<file path="config.mk">
export PLATFORM = sky130hd
export DESIGN_NAME = ps2_key_encoder_flat
export DESIGN_NICKNAME = d
export VERILOG_FILES = /design/src/rtl/ps2_key_encoder_pkg.sv /design/src/rtl/ps2_key_encoder_if.sv /design/src/rtl/ps2_key_encoder_seq_timer.sv /design/src/rtl/ps2_key_encoder.sv /design/src/flat_wrapper.sv
export SDC_FILE = /design/constraint.sdc
export NUM_CORES = 1
export LEC_CHECK = 0
export ABC_AREA = 1
export CELL_PAD_IN_SITES_DETAIL_PLACEMENT = 0
export CELL_PAD_IN_SITES_GLOBAL_PLACEMENT = 1
export CORE_UTILIZATION = 44
export DETAILED_ROUTE_END_ITERATION = 8
export HOLD_SLACK_MARGIN = 0.1
export MAX_ROUTING_LAYER = met4
export PLACE_DENSITY_LB_ADDON = 0.1
export SLEW_MARGIN = 20
export SYNTH_ARGS = -nofsm -noshare
export SYNTH_HDL_FRONTEND = slang
export SYNTH_SLANG_ARGS = --single-unit
</file>
<file path="constraint.sdc">
create_clock -name clk_25 -period 2.79 [get_ports clk_25]
set_input_delay 0.279 -clock clk_25 [delete_from_list [all_inputs] [get_ports clk_25]]
set_output_delay 0.279 -clock clk_25 [all_outputs]
set_load 0.01 [all_outputs]
</file>
<file path="src/rtl/ps2_key_encoder_pkg.sv">
// rtl/ps2_key_encoder_pkg.sv - shared types and constants for the PS/2 set-2 key encoder
package ps2_key_pkg;

  typedef enum logic [2:0] {
    ST_IDLE     = 3'd0,
    ST_GOT_E0   = 3'd1,
    ST_GOT_F0   = 3'd2,
    ST_GOT_E0F0 = 3'd3
`ifdef PS2_PAUSE_EN
    ,
    ST_PAUSE    = 3'd4
`endif
  } ps2_state_t;

  localparam logic [7:0] PS2_PFX_EXT     = 8'hE0;
  localparam logic [7:0] PS2_PFX_BRK     = 8'hF0;
  localparam logic [7:0] PS2_PFX_PAUSE   = 8'hE1;
  localparam logic [7:0] PS2_FAKE_LSHIFT = 8'h12;
  localparam logic [7:0] PS2_FAKE_RSHIFT = 8'h59;

  localparam int KEY_TOGGLE_BIT  = 10;
  localparam int KEY_PRESSED_BIT = 9;
  localparam int KEY_EXT_BIT     = 8;
  localparam int KEY_CODE_MSB    = 7;
  localparam int KEY_CODE_LSB    = 0;

  // Bytes that follow the leading E1 of Pause; entry 0 is the first expected byte.
  localparam int          PS2_PAUSE_LEN = 7;
  localparam logic [6:0][7:0] PS2_PAUSE_SEQ = {
    8'h77, 8'hF0, 8'h14, 8'hF0, 8'hE1, 8'h77, 8'h14
  };

  function automatic logic is_fake_shift(input logic [7:0] b);
    return (b == PS2_FAKE_LSHIFT) || (b == PS2_FAKE_RSHIFT);
  endfunction

endpackage

</file>
<file path="src/rtl/ps2_key_encoder_if.sv">
// rtl/ps2_key_encoder_if.sv - scancode input and key event output bundle
interface ps2_key_encoder_if;

  logic        scan_valid;
  logic [7:0]  scan_byte;
  logic [10:0] ps2_key;
  logic        key_strobe;
  logic        seq_err;

  modport master (
    output scan_valid,
    output scan_byte,
    input  ps2_key,
    input  key_strobe,
    input  seq_err
  );

  modport slave (
    input  scan_valid,
    input  scan_byte,
    output ps2_key,
    output key_strobe,
    output seq_err
  );

endinterface

</file>
<file path="src/rtl/ps2_key_encoder_seq_timer.sv">
// rtl/ps2_key_encoder_seq_timer.sv - saturating idle counter for stalled prefix sequences
module ps2_seq_timer #(
  parameter int TIMEOUT_CYCLES = 2_500_000
) (
  input  logic clk,
  input  logic rst,
  input  logic clear,
  input  logic run,
  output logic expire
);

  localparam int CNT_W = (TIMEOUT_CYCLES > 1) ? $clog2(TIMEOUT_CYCLES) : 1;
  localparam logic [CNT_W-1:0] CNT_LAST = CNT_W'(TIMEOUT_CYCLES - 1);

  logic [CNT_W-1:0] cnt;

  // Holds at the last value instead of wrapping so a stall can never re-arm silently.
  always_ff @(posedge clk or posedge rst) begin
    if (rst) begin
      cnt <= '0;
    end else if (clear) begin
      cnt <= '0;
    end else if (run && (cnt != CNT_LAST)) begin
      cnt <= cnt + CNT_W'(1);
    end
  end

  assign expire = run && (cnt == CNT_LAST);

endmodule

</file>
<file path="src/rtl/ps2_key_encoder.sv">
// rtl/ps2_key_encoder.sv - PS/2 set-2 byte stream to toggle-format key events; PS2_PAUSE_EN enables Pause decoding
module ps2_key_encoder
  import ps2_key_pkg::*;
#(
  parameter int TIMEOUT_CYCLES = 2_500_000
) (
  input  logic              clk_25,
  input  logic              reset,
  ps2_key_encoder_if.slave  bus
);

  ps2_state_t state_q;
  ps2_state_t state_d;
  logic       emit;
  logic       emit_pressed;
  logic       emit_ext;
  logic       err;
  logic       expire;
  logic [7:0] byte_in;

`ifdef PS2_PAUSE_EN
  logic [2:0] idx_q;
  logic [2:0] idx_d;
`endif

  assign byte_in = bus.scan_byte;

  ps2_seq_timer #(
    .TIMEOUT_CYCLES (TIMEOUT_CYCLES)
  ) u_timer (
    .clk    (clk_25),
    .rst    (reset),
    .clear  (bus.scan_valid | expire),
    .run    (state_q != ST_IDLE),
    .expire (expire)
  );

  always_ff @(posedge clk_25 or posedge reset) begin
    if (reset) begin
      state_q <= ST_IDLE;
`ifdef PS2_PAUSE_EN
      idx_q   <= 3'd0;
`endif
    end else begin
      state_q <= state_d;
`ifdef PS2_PAUSE_EN
      idx_q   <= idx_d;
`endif
    end
  end

  // A byte arriving in the expiry cycle takes priority over the timeout.
  always_comb begin
    state_d      = state_q;
    emit         = 1'b0;
    emit_pressed = 1'b0;
    emit_ext     = 1'b0;
    err          = 1'b0;
`ifdef PS2_PAUSE_EN
    idx_d        = idx_q;
`endif
    if (bus.scan_valid) begin
      case (state_q)
        ST_IDLE: begin
          if (byte_in == PS2_PFX_EXT) begin
            state_d = ST_GOT_E0;
          end else if (byte_in == PS2_PFX_BRK) begin
            state_d = ST_GOT_F0;
          end else if (byte_in == PS2_PFX_PAUSE) begin
`ifdef PS2_PAUSE_EN
            state_d = ST_PAUSE;
            idx_d   = 3'd0;
`else
            state_d = ST_IDLE;
`endif
          end else begin
            emit         = 1'b1;
            emit_pressed = 1'b1;
          end
        end
        ST_GOT_E0: begin
          if (byte_in == PS2_PFX_BRK) begin
            state_d = ST_GOT_E0F0;
          end else if (byte_in == PS2_PFX_EXT) begin
            state_d = ST_GOT_E0;
          end else if (is_fake_shift(byte_in) || (byte_in == PS2_PFX_PAUSE)) begin
            state_d = ST_IDLE;
          end else begin
            emit         = 1'b1;
            emit_pressed = 1'b1;
            emit_ext     = 1'b1;
            state_d      = ST_IDLE;
          end
        end
        ST_GOT_F0: begin
          if (byte_in == PS2_PFX_BRK) begin
            state_d = ST_GOT_F0;
          end else if (byte_in == PS2_PFX_EXT) begin
            err     = 1'b1;
            state_d = ST_GOT_E0;
          end else if (byte_in == PS2_PFX_PAUSE) begin
            state_d = ST_IDLE;
          end else begin
            emit    = 1'b1;
            state_d = ST_IDLE;
          end
        end
        ST_GOT_E0F0: begin
          if (is_fake_shift(byte_in) || (byte_in == PS2_PFX_PAUSE)) begin
            state_d = ST_IDLE;
          end else if ((byte_in == PS2_PFX_EXT) || (byte_in == PS2_PFX_BRK)) begin
            err     = 1'b1;
            state_d = ST_IDLE;
          end else begin
            emit     = 1'b1;
            emit_ext = 1'b1;
            state_d  = ST_IDLE;
          end
        end
`ifdef PS2_PAUSE_EN
        ST_PAUSE: begin
          if (byte_in != PS2_PAUSE_SEQ[idx_q]) begin
            err     = 1'b1;
            state_d = ST_IDLE;
          end else if (idx_q == 3'(PS2_PAUSE_LEN - 1)) begin
            emit         = 1'b1;
            emit_pressed = 1'b1;
            emit_ext     = 1'b1;
            state_d      = ST_IDLE;
          end else begin
            idx_d = idx_q + 3'd1;
          end
        end
`endif
        default: begin
          state_d = ST_IDLE;
        end
      endcase
    end else if (expire) begin
      err     = 1'b1;
      state_d = ST_IDLE;
    end
  end

  always_ff @(posedge clk_25 or posedge reset) begin
    if (reset) begin
      bus.ps2_key    <= 11'h000;
      bus.key_strobe <= 1'b0;
      bus.seq_err    <= 1'b0;
    end else begin
      bus.key_strobe <= emit;
      bus.seq_err    <= err;
      if (emit) begin
        bus.ps2_key[KEY_TOGGLE_BIT]             <= ~bus.ps2_key[KEY_TOGGLE_BIT];
        bus.ps2_key[KEY_PRESSED_BIT]            <= emit_pressed;
        bus.ps2_key[KEY_EXT_BIT]                <= emit_ext;
        bus.ps2_key[KEY_CODE_MSB:KEY_CODE_LSB]  <= byte_in;
      end
    end
  end

endmodule

</file>
<file path="src/flat_wrapper.sv">
// flat-port wrapper written by rule: the top's interface ports become plain ports
module ps2_key_encoder_flat import ps2_key_pkg::*;
#(
  parameter int TIMEOUT_CYCLES = 2_500_000
)
  (clk_25, reset, bus_scan_valid, bus_scan_byte, bus_ps2_key, bus_key_strobe, bus_seq_err);
  ps2_key_encoder_if bus_i ();
  input  logic clk_25;
  input  logic reset;
  input wire logic [$bits(bus_i.scan_valid)-1:0] bus_scan_valid;
  input wire logic [$bits(bus_i.scan_byte)-1:0] bus_scan_byte;
  output wire logic [$bits(bus_i.ps2_key)-1:0] bus_ps2_key;
  output wire logic [$bits(bus_i.key_strobe)-1:0] bus_key_strobe;
  output wire logic [$bits(bus_i.seq_err)-1:0] bus_seq_err;
  assign bus_i.scan_valid = bus_scan_valid;
  assign bus_i.scan_byte = bus_scan_byte;
  assign bus_ps2_key = bus_i.ps2_key;
  assign bus_key_strobe = bus_i.key_strobe;
  assign bus_seq_err = bus_i.seq_err;
  ps2_key_encoder #(.TIMEOUT_CYCLES(TIMEOUT_CYCLES)) u_core (.clk_25(clk_25), .reset(reset), .bus(bus_i));
endmodule
</file>
---- After elaboration in Yosys (flattened, before gate mapping) ----
Index checks and enable logic that the tools add are counted.
storage, ports and cells
  register bits after elaboration ......... 38
  logic and storage cells ................. 63
cells by class
  add/subtract/negate cells ............... 1
  eq/ne operators ......................... 11
  multiplexer cells ....................... 34
  bitwise logic cells ..................... 2
  reduce and logical (&&, ||, !) cells .... 10
operator list
  kind                                                                     count
  22-bit two-way mux                                                       2
  8-bit == test, second input constant                                     3
  22-bit by 1-bit adder with 22-bit output, second input constant          1
  22-bit == test, second input constant                                    1
  22-bit inequality test, second input constant                            1
  1-bit two-way mux                                                        20
  3-bit two-way mux                                                        6
  3-bit one-hot mux with 3 select lines                                    1
  8-bit by 5-bit == test with 1-bit output, second input constant          1
  8-bit by 7-bit == test with 1-bit output, second input constant          1
  3-bit by 2-bit == test with 1-bit output, second input constant          2
  1-bit one-hot mux with 2 select lines                                    3
  5-bit by 2-bit inequality test with 1-bit output, second input constant  1
  1-bit one-hot mux with 4 select lines                                    1
  2-bit nonzero test                                                       2
  3-bit by 1-bit == test with 1-bit output, second input constant          1
  3-bit zero test                                                          1
  1-bit logical OR                                                         3
  3-bit nonzero test                                                       1
  1-bit logical AND                                                        2
  2-bit two-way mux                                                        1
  2-bit AND reduction                                                      1
  1-bit inverter                                                           1
  1-bit OR                                                                 1

---- Longest topological paths before layout ----
Gate-level depths: netlist of the first run.
  depth in word-level cells ............... 8
  gate-level depth with buffers ........... 11
  depth with buffers taken out ............ 11

---- Cells and area by module ----
From an unflattened synthesis of the first run, not the netlist that was laid out.
second synthesis, totals
  cell total of the unflattened synthesis .. 334
  area total of the unflattened synthesis .. 2306.0 µm²
by module, submodules not included
  module           times used  cells each  area each (µm²)  sequential area each (µm²)
  ps2_seq_timer    1           231         1532.7           550.5
  ps2_key_encoder  1           103         773.2            375.4

---- Worst setup path after synthesis of the first run ----
No wires, ideal clock.
  kind .................................... flip-flop to flip-flop
  start point ............................. reg u_core.u_timer.cnt[1]
  end point ............................... reg u_core.state_q[1]
  data arrival time ....................... 1.236 ns
  path slack .............................. 1.432 ns
  stages on the path, launching flop included .. 9
  buffers on the path ..................... 0
  period minus slack after synthesis ...... 1.358 ns
  cell sequence ........................... dfrtp_1 -> ha_1 -> nand3_1 -> nor2_1 -> nand3_2 -> nand2_4 -> o21ai_1 -> nand2_1 -> nand2_1
between the ends
  longest elaborated chain between the ends .. 4
ends and longest elaborated chain
  element                        line                             text
  from (decl)                    ps2_key_encoder_seq_timer.sv:15  logic [CNT_W-1:0] cnt;
  from (signal assigned)         ps2_key_encoder_seq_timer.sv:24  cnt <= cnt + CNT_W'(1);
  22-bit == test                 ps2_key_encoder_seq_timer.sv:28  assign expire = run && (cnt == CNT_LAST);
  1-bit logical AND              ps2_key_encoder_seq_timer.sv:28
  2-bit nonzero test (no line)   n/a
  2-bit AND reduction (no line)  n/a
  to (signal assigned)           ps2_key_encoder.sv:45            state_q <= state_d;
  to (decl)                      ps2_key_encoder.sv:12            ps2_state_t state_q;
Every way passes these cells.
A chain may end at the register's enable or synchronous reset.

---- Final worst setup path of the first run ----
  start point ............................. in bus_scan_byte[0]
  end point ............................... reg u_core.bus.ps2_key[9]
between the ends
  longest elaborated chain between the ends .. 8
  elaborated cells between the ends (all ways) .. 22
ends and longest elaborated chain
  element                                                                                               line                                           text
  from (decl)                                                                                           flat_wrapper.sv:11                             input wire logic [$bits(bus_i.scan_byte)-1:0] bus_scan_byte;
  8-bit by 5-bit == test with 1-bit output or 8-bit by 7-bit == test with 1-bit output (tied branches)  ps2_key_encoder_pkg.sv:34                      return (b == PS2_FAKE_LSHIFT) || (b == PS2_FAKE_RSHIFT);
  1-bit logical OR                                                                                      ps2_key_encoder_pkg.sv:34
  1-bit logical OR                                                                                      ps2_key_encoder.sv:86, ps2_key_encoder.sv:109
  1-bit two-way mux                                                                                     ps2_key_encoder.sv:86                          end else if (is_fake_shift(byte_in) || (byte_in == PS2_PFX_PAUSE)) begin
  1-bit two-way mux                                                                                     ps2_key_encoder.sv:84                          end else if (byte_in == PS2_PFX_EXT) begin
  1-bit two-way mux                                                                                     ps2_key_encoder.sv:82                          if (byte_in == PS2_PFX_BRK) begin
  1-bit one-hot mux with 4 select lines or 1-bit one-hot mux with 2 select lines (tied branches)        ps2_key_encoder.sv:63                          case (state_q)
  1-bit two-way mux                                                                                     ps2_key_encoder.sv:62                          if (bus.scan_valid) begin
  to (signal, indexed assignment)                                                                       ps2_key_encoder.sv:154                         bus.ps2_key[KEY_TOGGLE_BIT] <= ~bus.ps2_key[KEY_TOGGLE_BIT];
  to (signal, indexed assignment)                                                                       ps2_key_encoder.sv:155                         bus.ps2_key[KEY_PRESSED_BIT] <= emit_pressed;
  to (signal, indexed assignment)                                                                       ps2_key_encoder.sv:156                         bus.ps2_key[KEY_EXT_BIT] <= emit_ext;
  to (decl)                                                                                             ps2_key_encoder_if.sv:21                       output ps2_key,
Parallel ways exist; a longest one is shown, timed or not.

==> results of run 1 <==
logic make-up (layout without fill, tap and decap cells):
family / count (synthesis) / count (layout) / share of synthesized area [%]
flip-flops: 37 / 37 / 41.6
adder cells (fa/ha/maj): 1 / 1 / 0.562
AO/OA/AOI/OAI: 14 / 14 / 3.37
XOR/XNOR: 4 / 4 / 1.57
AND/OR/NAND/NOR: 216 / 216 / 44.7
buffers and inverters: 44 / 71 / 8.20
worst paths after layout:
kind                                       start                      to  slack [ns]  depth (start not counted)
setup / recovery                bus_scan_byte[0]   u_core.bus.ps2_key[9]        0.82                          8
hold / removal                             reset  u_core.u_timer.cnt[17]        0.41                          3
setup reg to reg               u_core.state_q[0]   u_core.bus.ps2_key[9]        0.99                          6
hold reg to reg            u_core.bus.ps2_key[8]   u_core.bus.ps2_key[8]        0.51                          2
max in group asynchronous                  reset  u_core.u_timer.cnt[10]        2.04                          3
min in group clk_25        u_core.bus.ps2_key[8]   u_core.bus.ps2_key[8]        0.51                          2
cells in the mapped netlist (2+ instances only):
| library cell | n |
|---|---|
| nor2_2 | 2 |
| xor2_1 | 2 |
| nand2_1 | 101 |
| inv_1 | 34 |
| a21oi_1 | 6 |
| dfrtp_1 | 37 |
| o21ai_0 | 2 |
| o21ai_1 | 4 |
| xnor2_1 | 2 |
| inv_2 | 4 |
| nand2_4 | 5 |
| nand4_1 | 8 |
| nor3_1 | 7 |
| buf_2 | 3 |
| nand2_2 | 4 |
| nor2_1 | 52 |
| nand3_1 | 27 |
metal layers:
metal / vias to the layer above / GRT usage, % / routed length (um)
met5: - / - / 0
met4: 0 / 8.71 / 99
met3: 10 / 4.28 / 167
met2: 41 / 33.7 / 2350
met1: 877 / 27.8 / 2380
li1: 1040 / - / -
cell usage in the layout, fill, tap and decap left out, types with 4 or more instances in the layout:
cell	count
a21oi_1	6
clkbuf_8	5
clkdlybuf4s50_1	23
dfrtp_1	37
inv_1	34
inv_2	4
nand2_1	101
nand2_2	4
nand2_4	5
nand3_1	27
nand4_1	8
nor2_1	52
nor3_1	7
o21ai_1	4
critical path: cells and delay by family:
family	cells	cell delay, ns
buffers and inverters	2	0.57
AND/OR/NAND/NOR	6	1.31
final cells by class:
| cell class | count | area share, % |
|---|---|---|
| multi-input cells | 235 | 43.1 |
| flip-flops and latches | 37 | 35.6 |
| repair buffers | 24 | 9.15 |
| clock inverters | 2 | 0.385 |
| well taps | 67 | 3.23 |
| clock buffers | 6 | 2.79 |
| inverters | 39 | 5.73 |
power groups by stage:
stage	Clock, W	Sequential (W)	Combinational [W]
3_5_place_dp	0	0.000595	0.000186
3_3_place_gp	0	0.000597	0.000185
6_report	0.000359	0.000587	0.000183
5_1_grt	0.000394	0.000590	0.000206
4_1_cts	0.000374	0.000587	0.000186
2_1_floorplan	0	0.000604	0.0000906
stage by stage:
step / worst slack (ns) / util [%]
floorplan: 1.43 / -
global placement: 0.596 / 52.5
detailed placement: 0.569 / 52.5
CTS: 0.875 / 54.3
global route: 0.633 / 54.3
finish: 0.819 / 54.3
registers in the layout (all words and copies together), names as in the netlist:
name and count:
u_core.bus.ps2_key 11, u_core.state_q 2, u_core.u_timer.cnt 22, u_core.bus.seq_err 1, u_core.bus.key_strobe 1
==> out/qor.yml, run 1 <==
critical_path.slowest_cell: "clkdlybuf4s50_1"
hold_buffers: 0
dp.cells: 402
synth-edff-count: 0
leakage_nw: 1.30
clock_latency_ns: 0.28
synth_seq_area_share_pct: 41.6
vias: 1968
start_util_pct: 46.5
die_h_um: 73.1
num-fill-cells: 496
final_antenna_net_count: 0
dpl-instance-area_um2: 2510
ir_drop_mv: 0.215
tns_ns: 0
ys_seq_elements: 37
whs_ns: 0.410
post_cts_buffers: 0
wl_um: 5000
path_class: "primary input to register"
endpoint_kind: "register"
status: "complete, no violations"
switching_share_pct: 27.7
cpPeakStageDelay_ns: 0.53
io_buffers: 23
synth_area_leaders: "dfrtp_1, nand2_1, nor2_1, nand3_1, inv_1"
syn_nets: 328
worstPathCellList: "clkdlybuf4s50_1, nor2_1, nand3_1, nand4_1, nand2_1, nand2_1, nand2_1, inv_1"
syn2layout_area_growth_pct: 16.6
layout_min_cycle_time_ns: 1.97
power_w: 0.00113
cts_tree: "yes"
gp_congestion: 0.914
htree_levels: 2
grt.total_usage_pct: 21.7
num-nets-final: 354
hpwlAfterDp_um: 3770
period_share_pct: 70.7
fp-row-count: 25
grt_pass1_vias: 1880
drv_slew: 0
path_common_cell: "nand2_1"
power_frac_seq_pct: 52.0
yosysTopAreaCell: "dfrtp_1"
grt_pass1_wl_um: 8570
syn_avg_cell_area_um2: 7.05
clk_pin_slew_ns: 0.07
dieWidth_um: 73.1
wl_per_cell_um: 12.2
powerDensity_nw_per_um2: 435
maxCapViolCount: 0
core_um2: 4790
multi_input_area_um2: 1120
num_antenna_cells: 0
p_sw_w: 0.000313
drc: 0
rsz0062_at_grt: "false"
max_slew_margin_pct: 66.0
hold_viol_final: 0
die_area_um2: 5350
power_frac_comb_pct: 16.2
max_freq_mhz: 507
cp.required_ns: 2.97
grt_antenna_before_repair: 0
worstPathArrival_ns: 2.16
netlist_instances: 316
crit_fanout: 12
final_cells: 410
seq_area_um2: 926
hp-class: "primary input to asynchronous set/reset pin"
grt_overflow: 0
cts_resized: 0
drt_first_pass_iters: 4
cts-root-buf: "clkbuf_8"
grt_max_degree: 38
yosysUniqueCellTypes: 33
cts.sinks: 37
critPathLaunchType: "primary input"
synth_top_area_share_pct: 41.6
drive_above_1_share_pct: 8.75
drt_first_iter_violations: 95
post-route-cell-area_um2: 2600
clock_skew_ns: 0.00817
final-setup-viol-count: 0
syn_area_um2: 2230
async_flop_share_pct: 100
via_per_inst: 4.80
max_slew.worst_pin.slew_ns: 0.509
p_int_w: 0.000817
pwr-share-clk_pct: 31.8
ys.flop_type: "dfrtp_1"
yosysWarningCount: 0
cts_buffer_depth: 2
num_io_pins: 24
cts_buffers: 5
No activity file was read; power rests on OpenSTA's default activity.
==> run 2, diff against run 1 <==
- CORE_UTILIZATION: 44 -> 37
- clock period: 2.79 -> 1.7 ns (I/O delays scaled with it)
==> out/qor.yml, run 2 (synthesized netlist as in run 1, its figures left out) <==
layout_commonest_cell: "nand2_1"
path_common_cell: "nand3_1"
layout_common_cells: "nand2_1, nor2_1, dfrtp_1, inv_1, nand3_1"
post_cts_buffers: 0
wl_per_cell_um: 12.4
critPathLaunchType: "register"
core_um2: 5640
maxCapViolCount: 0
regToRegStartpoint: "u_core.u_timer.cnt[1]"
io_buffers: 23
final_antenna_net_count: 0
dieWidth_um: 79.6
vias: 2006
grt_overflow: 0
drc: 0
syn2layout_area_growth_pct: 23.7
cts_resized: 0
cts-root-buf: "clkbuf_8"
path_class: "register to register"
fp-row-count: 27
dpl-instance-area_um2: 2680
hold_viol_final: 0
drive_above_1_share_pct: 13.1
tns_ns: 0
reg2regPathDepth: 7
clock_skew_ns: 0.00771
power_w: 0.00188
wl_um: 5340
grt_pass1_wl_um: 9210
hpwlAfterDp_um: 4100
num-fill-cells: 595
drv_slew: 0
clock_latency_ns: 0.29
htree_levels: 2
layout_min_cycle_time_ns: 1.41
largestRegisters: "u_core.u_timer.cnt (22), u_core.bus.ps2_key (11), u_core.state_q (2)"
max_slew.worst_pin.slew_ns: 0.503
num_io_pins: 24
worstPathArrival_ns: 1.60
rsz0062_at_grt: "false"
cp.required_ns: 1.89
cts.sinks: 37
grt_antenna_before_repair: 0
leakage_nw: 1.39
crit_path_start: "u_core.u_timer.cnt[1]"
rrSetupSlack_ns: 0.29
cts_buffers: 5
critical_path.slowest_cell: "dfrtp_1"
status: "complete, no violations"
hold_buffers: 0
clk_pin_slew_ns: 0.07
num_antenna_cells: 0
grt_pass1_vias: 2032
cts_tree: "yes"
powerDensity_nw_per_um2: 682
hp-class: "primary input to asynchronous set/reset pin"
max_freq_mhz: 709
worstPathCellList: "ha_1, nand3_1, inv_1, nand2_1, nor2_1, nand3_1, nor3b_2"
largest_reg_flops: 22
start_util_pct: 39.5
die_area_um2: 6330
drt_first_pass_iters: 4
ir_drop_mv: 0.333
dp.cells: 425
gp_congestion: 0.786
grt.total_usage_pct: 19.8
crit_fanout: 3
via_per_inst: 4.65
cts_buffer_depth: 2
max_slew_margin_pct: 66.5
final-setup-viol-count: 0
period_share_pct: 83.0
top_register: "u_core.u_timer.cnt"
endpoint_kind: "register"
num-nets-final: 372
post-route-cell-area_um2: 2760
r2r-end: "u_core.u_timer.cnt[10]"
drt_first_iter_violations: 76
final_cells: 431
cpPeakStageDelay_ns: 0.37
endpoint: "u_core.u_timer.cnt[10]"
grt_max_degree: 38
die_h_um: 79.6
==> run 2: cell count changes in the layout (fill, tap and decap cells not counted) <==
cell	change
buf_4	+16
buf_12	+2
clkbuf_1	-1
clkinv_2	-1
==> run 2: worst max-delay path: cells and delay by family (launching register included) <==
kind,cells,cell delay (ns)
adder cells (fa/ha/maj),1,0.17
flip-flops,1,0.37
buffers and inverters,1,0.14
AND/OR/NAND/NOR,5,0.63
==> run 2: worst min path at each step <==
| stage | startpoint | to | slack [ns] | depth (start not counted) |
|---|---|---|---|---|
| 4_1_cts | reset | u_core.u_timer.cnt[15] | 0.31 | 3 |
| 2_1_floorplan | bus_scan_byte[0] | u_core.bus.ps2_key[0] | 0.28 | 2 |
| 3_3_place_gp | u_core.bus.ps2_key[8] | u_core.bus.ps2_key[8] | 0.46 | 2 |
| 5_1_grt | reset | u_core.u_timer.cnt[14] | 0.35 | 3 |
| 3_5_place_dp | u_core.bus.ps2_key[8] | u_core.bus.ps2_key[8] | 0.46 | 2 |
| 6_report | reset | u_core.u_timer.cnt[12] | 0.28 | 3 |
==> run 2: area by class of cell <==
class                           count  area, um^2  area share, %
Clock buffer                        5        68.8           2.50
Clock inverter                      1        5.00          0.182
Inverter                           39         149           5.40
Multi-Input combinational cell    235        1120           40.6
Sequential cell                    37         926           33.6
Tap cell                           72        90.1           3.27
Timing Repair Buffer               42         398           14.4
==> run 2: report_power, final <==
part	internal (W)	total (W)	switching, W
combinational	0.000163	0.000341	0.000178
clock	0.000270	0.000578	0.000308
sequential	0.000927	0.000961	0.0000340
total	0.00136	0.00188	0.000520
==> run 2: stage by stage <==
stage | utilization, % | setup slack (ns) | hold WS (ns)
global route | 48.8 | 0.122 | 0.354
finish | 48.8 | 0.289 | 0.281
CTS | 48.8 | 0.269 | 0.310
detailed placement | 47.5 | 0.0109 | 0.459
global placement | 47.5 | 0.0283 | 0.456
floorplan | - | 0.342 | 0.280
==> run 2: layer usage <==
metal | share of wire (%) | track usage, % | vias to the layer above
li1 | - | - | 1081
met1 | 45 | 22.9 | 888
met2 | 50 | 34.4 | 30
met3 | 3.1 | 3.77 | 7
met4 | 1.4 | 6.55 | 0
met5 | 0 | - | -
==> run 3, diff against run 2 <==
- CORE_UTILIZATION: 37 -> 41
- clock period: 1.7 -> 1.3 ns (I/O delays scaled with it)
==> out/qor.yml, run 3 (synthesized netlist as in run 1, its figures left out) <==
status: "finished, violations left"
violations: "negative setup slack"
endpoint_kind: "register"
largest_reg_flops: 22
max_freq_mhz: 733
via_per_inst: 4.83
grt_max_degree: 25
cts.sinks: 37
cts_buffer_depth: 2
grt_pass1_vias: 2147
power_w: 0.00288
path_class: "register to register"
max_slew.worst_pin.slew_ns: 0.307
cts-root-buf: "clkbuf_8"
dpl-instance-area_um2: 2920
grt.total_usage_pct: 23.5
cp.required_ns: 1.52
leakage_nw: 1.71
num_antenna_cells: 0
num-fill-cells: 465
max_slew_margin_pct: 79.5
gp_congestion: 0.863
drive_above_1_share_pct: 34.4
largestRegisters: "u_core.u_timer.cnt (22), u_core.bus.ps2_key (11), u_core.state_q (2)"
layout_common_cells: "nand2_1, buf_4, nor2_1, inv_1, dfrtp_1"
rsz0062_at_grt: "true"
switching_share_pct: 27.3
worstPathArrival_ns: 1.58
num_io_pins: 24
layout_setup_ws_ns: -0.0635
hold_viol_final: 0
critPathLaunchType: "register"
drc: 0
layout_commonest_cell: "nand2_1"
p_sw_w: 0.000786
place_ws_ns: -0.301
power_frac_comb_pct: 18.6
syn2layout_area_growth_pct: 47.7
cts_tree: "yes"
drv_slew: 0
utilization_pct: 63.6
period_share_pct: 105
whs_ns: 0.122
wl_per_cell_um: 12.8
powerDensity_nw_per_um2: 875
power_frac_seq_pct: 43.8
start_util_pct: 43.1
drt_first_pass_iters: 5
clock_skew_ns: 0.00590
grt_overflow: 0
die_area_um2: 5730
final_antenna_net_count: 0
multi_input_area_um2: 1280
grt_pass1_wl_um: 9630
grt_antenna_before_repair: 0
seq_area_um2: 936
clk_pin_slew_ns: 0.08
post-route-cell-area_um2: 3290
hpwlAfterDp_um: 4430
wl_um: 6010
maxCapViolCount: 0
core_um2: 5170
vias: 2275
cts_buffers: 5
dieWidth_um: 75.7
layout_min_cycle_time_ns: 1.36
num-nets-final: 412
pwr-share-clk_pct: 37.6
clock_latency_ns: 0.30
drt_first_iter_violations: 135
crit_fanout: 11
die_h_um: 75.7
fp-row-count: 26
io_buffers: 23
p_int_w: 0.00209
ir_drop_mv: 0.459
final-setup-viol-count: 25
top_register: "u_core.u_timer.cnt"
htree_levels: 2
hp-class: "primary input to register"
run 3: cell count changes in the layout (fill, tap and decap cells not counted), moves of 5 or more:
cell and delta:
nand2_1 -16, dlymetal6s2s_1 +8, dfrtp_1 -8, nor2_2 +10, dfrtp_2 +8, buf_6 +5
nand2_2 +15, clkdlybuf4s50_1 -19, nor2_1 -13, dlygate4sd2_1 +11, buf_4 +36
run 3: what timing repair did:
action / 4_1_cts / 5_1_grt
hold buffers: 0 / 0
resized for setup: 27 / 52
setup buffers: 5 / 4
cloned: 0 / 0
pin swaps: 7 / 17
setup endpoints to repair: 36 / 38
run 3: worst max-delay path: stages, from the launching register on:
cell and delay [ns]:
dfrtp_1 0.43, ha_4 0.19, nand3_4 0.10, nor2_2 0.05, nand3_2 0.08, nand2_4 0.11
buf_12 0.16, nor3_1 0.17
run 3: final cells by class:
cell class,instances,area share (%)
clock buffer,6,2.51
clock inverter,2,1.14
inverter,39,4.79
multi-input combinational,235,38.8
sequential,37,28.5
tap,70,2.66
timing repair buffer,82,21.6
run 3: path summary, 6_finish.rpt:
kind	start	to	slack (ns)	cells past startpoint
worst max-delay path	u_core.u_timer.cnt[1]	u_core.u_timer.cnt[12]	-0.06	7
min in group asynchronous	reset	u_core.u_timer.cnt[16]	0.15	3
max in group asynchronous	reset	u_core.u_timer.cnt[7]	0.84	3
worst max register to register	u_core.u_timer.cnt[1]	u_core.u_timer.cnt[12]	-0.06	7
worst min-delay path	bus_scan_byte[1]	u_core.bus.ps2_key[1]	0.12	3
worst min register to register	u_core.bus.ps2_key[8]	u_core.bus.ps2_key[8]	0.49	2
run 3: routing by layer:
metal / GRT usage (%) / wire, um / vias up
li1: - / - / 1162
met1: 26.9 / 2580 / 1071
met4: 7.41 / 76 / 0
met2: 42.0 / 3190 / 32
met5: - / 0 / -
met3: 3.97 / 159 / 10
run 3: power groups by stage:
stage / logic [W] / clock network (W) / registers, W
detailed placement: 0.000509 / 0 / 0.00128
finish: 0.000536 / 0.00108 / 0.00126
global route: 0.000591 / 0.00113 / 0.00127
global placement: 0.000499 / 0 / 0.00128
floorplan: 0.000197 / 0 / 0.00130
CTS: 0.000498 / 0.00109 / 0.00126
run 3: per-stage QoR:
| step | setup TNS (ns) | instances |
|---|---|---|
| 4_1_cts | -1.25 | 467 |
| 3_5_place_dp | -6.58 | 454 |
| 2_1_floorplan | 0 | 316 |
| 6_report | -1.09 | 471 |
| 5_1_grt | -3.35 | 471 |
| 3_3_place_gp | -5.84 | 454 |
